===== src/rtl/mips_pkg.sv =====
// Shared MIPS memory-path definitions: access FSM states, access size codes, word width.
package mips_pkg;

    localparam int unsigned PALABRA_W = 32;

    typedef enum logic [2:0] {
        IDLE,
        LEER,
        ESCRIBIR,
        FIN,
        ERR
    } estado_t;

    typedef enum logic [1:0] {
        TAM_BYTE      = 2'd0,
        TAM_MEDIA     = 2'd1,
        TAM_PALABRA   = 2'd2,
        TAM_RESERVADO = 2'd3
    } tam_t;

endpackage


===== src/rtl/alineador_datos.sv =====
// Big-endian lane extract/extend for loads and lane insert for sub-word stores.
// Only built when ACCESO_SUBPALABRA_EN is defined.
`ifdef ACCESO_SUBPALABRA_EN
module alineador_datos
    import mips_pkg::*;
(
    input  logic [PALABRA_W-1:0] palabra_i,
    input  logic [1:0]           off_i,
    input  tam_t                 tam_i,
    input  logic                 sign_ext_i,
    output logic [PALABRA_W-1:0] carga_o,
    input  logic [PALABRA_W-1:0] viejo_i,
    input  logic [15:0]          nuevo_i,
    output logic [PALABRA_W-1:0] fusion_o
);

    logic [7:0]  byte_sel;
    logic [15:0] media_sel;

    always_comb begin
        unique case (off_i)
            2'd0: byte_sel = palabra_i[31:24];
            2'd1: byte_sel = palabra_i[23:16];
            2'd2: byte_sel = palabra_i[15:8];
            2'd3: byte_sel = palabra_i[7:0];
        endcase
        media_sel = off_i[1] ? palabra_i[15:0] : palabra_i[31:16];
        unique case (tam_i)
            TAM_BYTE:  carga_o = {{24{sign_ext_i & byte_sel[7]}}, byte_sel};
            TAM_MEDIA: carga_o = {{16{sign_ext_i & media_sel[15]}}, media_sel};
            default:   carga_o = palabra_i;
        endcase
    end

    always_comb begin
        fusion_o = viejo_i;
        if (tam_i == TAM_BYTE) begin
            unique case (off_i)
                2'd0: fusion_o[31:24] = nuevo_i[7:0];
                2'd1: fusion_o[23:16] = nuevo_i[7:0];
                2'd2: fusion_o[15:8]  = nuevo_i[7:0];
                2'd3: fusion_o[7:0]   = nuevo_i[7:0];
            endcase
        end else if (tam_i == TAM_MEDIA) begin
            if (off_i[1]) fusion_o[15:0]  = nuevo_i;
            else          fusion_o[31:16] = nuevo_i;
        end
    end

endmodule
`endif


===== src/rtl/unidad_acceso_memoria.sv =====
// Multi-cycle load/store initiator between the core and Memoria_Datos.
// ACCESO_SUBPALABRA_EN enables byte/halfword accesses (RMW stores); otherwise word-only.
module unidad_acceso_memoria
    import mips_pkg::*;
#(
    parameter int unsigned ADDR_W = 32,
    parameter int unsigned DATA_W = PALABRA_W
) (
    input  logic              clk,
    input  logic              reset,
    input  logic              req,
    input  logic              is_store,
    input  logic [1:0]        size,
    input  logic              sign_ext,
    input  logic [ADDR_W-1:0] addr,
    input  logic [DATA_W-1:0] store_data,
    output logic              busy,
    output logic              done,
    output logic              error,
    output logic [DATA_W-1:0] load_data,
    output logic              mem_read,
    output logic              mem_write,
    output logic [ADDR_W-1:0] mem_address,
    output logic [DATA_W-1:0] mem_write_data,
    input  logic [DATA_W-1:0] mem_read_data
);

    estado_t           estado_q;
    logic              busy_q, done_q, error_q;
    logic [ADDR_W-3:0] pal_q;
    logic [DATA_W-1:0] dato_q, load_data_q, dato_carga;
    logic              desalineado, es_palabra;

`ifdef ACCESO_SUBPALABRA_EN
    tam_t              tam_q;
    logic [1:0]        off_q;
    logic              sext_q, is_store_q;
    logic [DATA_W-1:0] buf_q, fusion;

    alineador_datos u_alineador (
        .palabra_i  (mem_read_data),
        .off_i      (off_q),
        .tam_i      (tam_q),
        .sign_ext_i (sext_q),
        .carga_o    (dato_carga),
        .viejo_i    (buf_q),
        .nuevo_i    (dato_q[15:0]),
        .fusion_o   (fusion)
    );

    assign es_palabra = (tam_t'(size) == TAM_PALABRA);

    always_comb begin
        unique case (tam_t'(size))
            TAM_BYTE:    desalineado = 1'b0;
            TAM_MEDIA:   desalineado = addr[0];
            TAM_PALABRA: desalineado = |addr[1:0];
            default:     desalineado = 1'b1;
        endcase
    end

    assign mem_write_data = (tam_q == TAM_PALABRA) ? dato_q : fusion;
`else
    logic sign_ext_unused;

    assign sign_ext_unused = sign_ext;
    assign es_palabra      = (size == TAM_PALABRA);
    assign desalineado     = !es_palabra || (|addr[1:0]);
    assign dato_carga      = mem_read_data;
    assign mem_write_data  = dato_q;
`endif

    always_ff @(posedge clk) begin
        if (reset) begin
            estado_q    <= IDLE;
            busy_q      <= 1'b0;
            done_q      <= 1'b0;
            error_q     <= 1'b0;
            pal_q       <= '0;
            dato_q      <= '0;
            load_data_q <= '0;
`ifdef ACCESO_SUBPALABRA_EN
            tam_q       <= TAM_BYTE;
            off_q       <= '0;
            sext_q      <= 1'b0;
            is_store_q  <= 1'b0;
            buf_q       <= '0;
`endif
        end else begin
            done_q  <= 1'b0;
            error_q <= 1'b0;
            unique case (estado_q)
                IDLE: begin
                    busy_q <= req;
                    if (req) begin
                        pal_q  <= addr[ADDR_W-1:2];
                        dato_q <= store_data;
`ifdef ACCESO_SUBPALABRA_EN
                        tam_q      <= tam_t'(size);
                        off_q      <= addr[1:0];
                        sext_q     <= sign_ext;
                        is_store_q <= is_store;
`endif
                        if (desalineado) begin
                            estado_q <= ERR;
                            done_q   <= 1'b1;
                            error_q  <= 1'b1;
                        end else if (is_store && es_palabra) begin
                            estado_q <= ESCRIBIR;
                        end else begin
                            estado_q <= LEER;
                        end
                    end
                end
                // A sub-word store reuses LEER to capture the old word for the merge.
                LEER: begin
`ifdef ACCESO_SUBPALABRA_EN
                    if (is_store_q) begin
                        buf_q    <= mem_read_data;
                        estado_q <= ESCRIBIR;
                    end else
`endif
                    begin
                        load_data_q <= dato_carga;
                        estado_q    <= FIN;
                        done_q      <= 1'b1;
                    end
                end
                ESCRIBIR: begin
                    estado_q <= FIN;
                    done_q   <= 1'b1;
                end
                FIN, ERR: begin
                    estado_q <= IDLE;
                    busy_q   <= 1'b0;
                end
                default: begin
                    estado_q <= IDLE;
                    busy_q   <= 1'b0;
                end
            endcase
        end
    end

    // Strobes are gated by reset combinationally so an aborted write never commits.
    assign mem_read    = (estado_q == LEER) && !reset;
    assign mem_write   = (estado_q == ESCRIBIR) && !reset;
    assign mem_address = {pal_q, 2'b00};
    assign busy        = busy_q;
    assign done        = done_q;
    assign error       = error_q;
    assign load_data   = load_data_q;

endmodule


===== config.mk =====
export PLATFORM = sky130hd
export DESIGN_NAME = unidad_acceso_memoria
export DESIGN_NICKNAME = d
export VERILOG_FILES = /design/src/rtl/mips_pkg.sv /design/src/rtl/alineador_datos.sv /design/src/rtl/unidad_acceso_memoria.sv
export SDC_FILE = /design/constraint.sdc
export NUM_CORES = 1
export LEC_CHECK = 0
export ABC_CLOCK_PERIOD_IN_PS = 4480
export CAP_MARGIN = 20
export CELL_PAD_IN_SITES_DETAIL_PLACEMENT = 1
export CELL_PAD_IN_SITES_GLOBAL_PLACEMENT = 2
export CORE_MARGIN = 4
export CORE_UTILIZATION = 21
export DETAILED_ROUTE_END_ITERATION = 12
export GPL_TIMING_DRIVEN = 0
export PLACE_DENSITY_LB_ADDON = 0.08
export SYNTH_ARGS = -nofsm -noshare
export SYNTH_HDL_FRONTEND = slang
export SYNTH_SLANG_ARGS = --single-unit

===== constraint.sdc =====
create_clock -name clk -period 4.48 [get_ports clk]
set_input_delay 0.672 -clock clk [delete_from_list [all_inputs] [get_ports clk]]
set_output_delay 0.672 -clock clk [all_outputs]
set_load 0.01 [all_outputs]

# Yosys cells after proc, flatten, opt, wreduce, memory -nomap -nowiden
# Cells that the tools add are included.
# word_totals
ff_bits	100
# classes
eq_ne	4
muxes	8
n_bitwise	1
reduce_logical	11
# ops
cell	n
3-bit two-way mux	2
3-bit case mux with 2 select lines	1
2-bit OR reduction	3
1-bit case mux with 2 select lines	2
3-bit by 1-bit equality test with 1-bit output (second input constant)	1
3-bit by 2-bit equality test with 1-bit output (second input constant)	1
1-bit logical AND	3
3-bit logical NOT	1
2-bit equality test (second input constant)	1
1-bit logical NOT	2
1-bit two-way mux	2
2-bit two-way mux	1
2-bit inequality test (second input constant)	1
2-bit AND reduction	1
1-bit logical OR	1
1-bit inverter	1

# Logic depth before layout (Yosys ltp)
# logic_depth
depth_word	6
mapped_depth	5

# Worst setup path before layout
# No wires, ideal clock.
# synth_timing
kind	register -> output
startpoint	register estado_q[0]
endpoint	output port mem_read
arrival_time_ns	1.330
t_required_ns	3.808
setup_slack_ns	2.478
stages_incl_launch_ff	5
cell_sequence	dfxtp_1 or3b_2 buf_2 buf_6 nor2_1
# synth_via
elab_chain_len	2
# synth_lines
element	line	source
start, declared	unidad_acceso_memoria.sv:28	estado_t estado_q;
start signal, assigned	unidad_acceso_memoria.sv:75	estado_q <= IDLE;
start signal, assigned	unidad_acceso_memoria.sv:105	estado_q <= ERR;
start signal, assigned	unidad_acceso_memoria.sv:109	estado_q <= ESCRIBIR;
3-bit by 1-bit equality test with 1-bit output	unidad_acceso_memoria.sv:146	assign mem_read = (estado_q == LEER) && !reset;
1-bit logical AND	unidad_acceso_memoria.sv:146	
end, declared	unidad_acceso_memoria.sv:21	output logic mem_read,
# No other way between the ends.

# Final worst setup path
# layout_timing
startpoint	input port reset
endpoint	output port mem_read
# layout_via
elab_chain_len	2
# layout_lines
element	line	source
start, declared	unidad_acceso_memoria.sv:10	input logic reset,
1-bit logical NOT	unidad_acceso_memoria.sv:146	
1-bit logical AND	unidad_acceso_memoria.sv:146	
# No other way between the ends.

==> metrics.yaml <==
floorplan:
  initial_core_util: 0.216
  die-area_mm2: 0.0193
  row_count: 47
  coreArea_mm2: 0.0167
  die_h_um: 139
  dieWidth_um: 139
  boundaryPins: 204
synth:
  synth_warnings: 0
  ys_seq_area_frac: 0.556
  synth_area_mm2: 0.00360
  ys_types: 20
  syn_inst: 438
  yosysTopAreaCellShare: 0.556
  synthArstFlopShare: 0
  synth-seq-cells: 100
  synth.area.top_cells: "dfxtp_1 (56%), nand2_1 (20%), a21oi_1 (13%), buf_6 (4.7%), clkbuf_1 (1.1%)"
  synth-main-ff-cell: "dfxtp_1"
  synth.largest_area_cell: "dfxtp_1"
  syn_avg_cell_area_um2: 8.22
  synth_edf_count: 0
power_and_ir_drop:
  ir_drop_mv: 0.166
  p_leak_nw: 2.24
  total_power_mw: 2.14
  p_per_area_mw_per_mm2: 344
critical_path:
  crit_path_end_kind: "output port"
  cpPeakStageDelay_ps: 520
  crit_arrival_ps: 2690
  cp_cell_sequence: "clkdlybuf4s50_1 > clkbuf_1 > clkbuf_1 > nor2_1 > clkdlybuf4s50_1"
  crit_type: "input port to output port"
  cp_slowest_cell: "clkdlybuf4s50_1"
  worstPathMaxFanout: 10
  critPathRequiredTime_ps: 3810
  crit_path_start_kind: "input port"
finish:
  drive_gt1_frac: 0.0627
  num-nets-final: 753
  mostFrequentLayoutCells: "clkdlybuf4s50_1 (200), nand2_1 (189), dfxtp_1 (100)"
  finalInstanceArea_mm2: 0.00621
  final_common_cell: "clkdlybuf4s50_1"
  syn_to_final_growth_pct: 72.4
  final_util: 0.372
  fin_cells: 874
  diodes: 0
sta:
  max-slew-margin-rel: 0.435
  hold_viol: 0
  fin_crit_sh: 0.749
  max_freq_mhz: 298
  worstMarginPinSlew_ps: 844
  period_needed_ps: 3360
  skew_ps: 3.45
  slew_violations: 0
  holdWs_ps: 454
  grt_setup_unrepaired: "no"
  setup_ws_ps: 1120
  finalSetupViolCount: 0
  setup_tns_ps: 0
place:
  placed_area_mm2: 0.00588
  place_congestion: 0.723
  dp_cells: 859
  dp_worst_setup_slack_ps: 991
  port_buffers: 200
  place_hpwl_um: 9880
route:
  drt_pre_antenna_iters: 4
  routed_wl_um: 13000
  dr.first_iter.drc_count: 77
  drc: 0
  drtAntennaViolNets: 0
  routedWlPerCell_um: 14.9
  avgViaCountPerCell: 4.15
  num_vias: 3625
clocking:
  cts_resized: 0
  cts_setup_buffers: 0
  cts-hold-fix-buffers: 0
  clk_path_buf_depth: 2
  clkLatencyLatePin_ps: 340
  htree_levels: 3
  cts_made_buffers: 9
  cts_sinks: 100
  clk_pin_slew_worst_paths_ps: 70
  root_buffer: "clkbuf_16"
  cts_tree: "done"
status:
  status: "complete, no violations"
global_route:
  antenna_found_initial: 0
  grt_pass1_vias: 3908
  grt_max_degree: 16
  grt_usage: 0.132
  grt_overflow_total: 0
  grt_pass1_wl_um: 20600
flow_run:
  maxCapViolCount: 0
worst_hold_path:
  hp-class: "register to register"
## report_power, final
| group | leakage [nW] | internal [mW] | switching (mW) |
|---|---|---|---|
| Combinational | 1.27 | 0.195 | 0.138 |
| Clock | 0.158 | 0.516 | 0.336 |
| Sequential | 0.817 | 0.931 | 0.0223 |
| Total | 2.24 | 1.64 | 0.496 |
## synthesized netlist by cell type, types with 2 or more instances
library cell and instances:
buf_4 3, buf_6 15, dfxtp_1 100, clkbuf_1 11, nand2b_1 2, or4b_1 2, a21oi_1 97, buf_2 4
or3_1 3, nand2_1 189, nor2_1 3
## flip-flops by register name, summed over array words and instances (netlist names)
name	flops
busy	1
done	1
error	1
estado_q	3
load_data	32
mem_write_data	32
pal_q	30
## path summary, 6_finish.rpt
path | end | cells after the start | startpoint | slack (ps)
worst max-delay path | mem_read | 5 | reset | 1120
worst min-delay path | mem_write_data[8] | 2 | mem_write_data[8] | 450
worst max register to register | mem_write_data[31] | 4 | estado_q[2] | 2790
worst min register to register | mem_write_data[8] | 2 | mem_write_data[8] | 450
## area by class of cell
class | count | area (um^2)
inverter | 1 | 3.75
buffer | 33 | 253
tap | 220 | 275
multi-input combinational | 305 | 1350
sequential | 100 | 2000
fill | 1991 | 10500
timing repair buffer | 200 | 2000
clock inverter | 4 | 72.6
clock buffer | 11 | 253
## routing by layer
layer | vias to the layer above | wire length (um) | track usage
met1 | 1663 | 5600 | 0.156
li1 | 1826 | - | -
met4 | 0 | 171 | 0.0448
met3 | 11 | 1170 | 0.0569
met5 | - | 0 | 0
met2 | 125 | 6080 | 0.216
## worst max-delay path: cells and delay by family
kind	cells	cell delay, ps
and+or+nand+nor	1	100
buffers and inverters	4	1910
## kinds of logic (layout without fill, tap and decap cells)
family,count (synthesis),in the layout,share of synthesized area
xor+xnor,1,1,0.00243
compound gates,99,99,0.140
other cells,1,2,0.00104
simple gates,203,203,0.229
buf+inv,34,249,0.0712
flops,100,100,0.556
No activity file was read; power rests on OpenSTA's default activity.
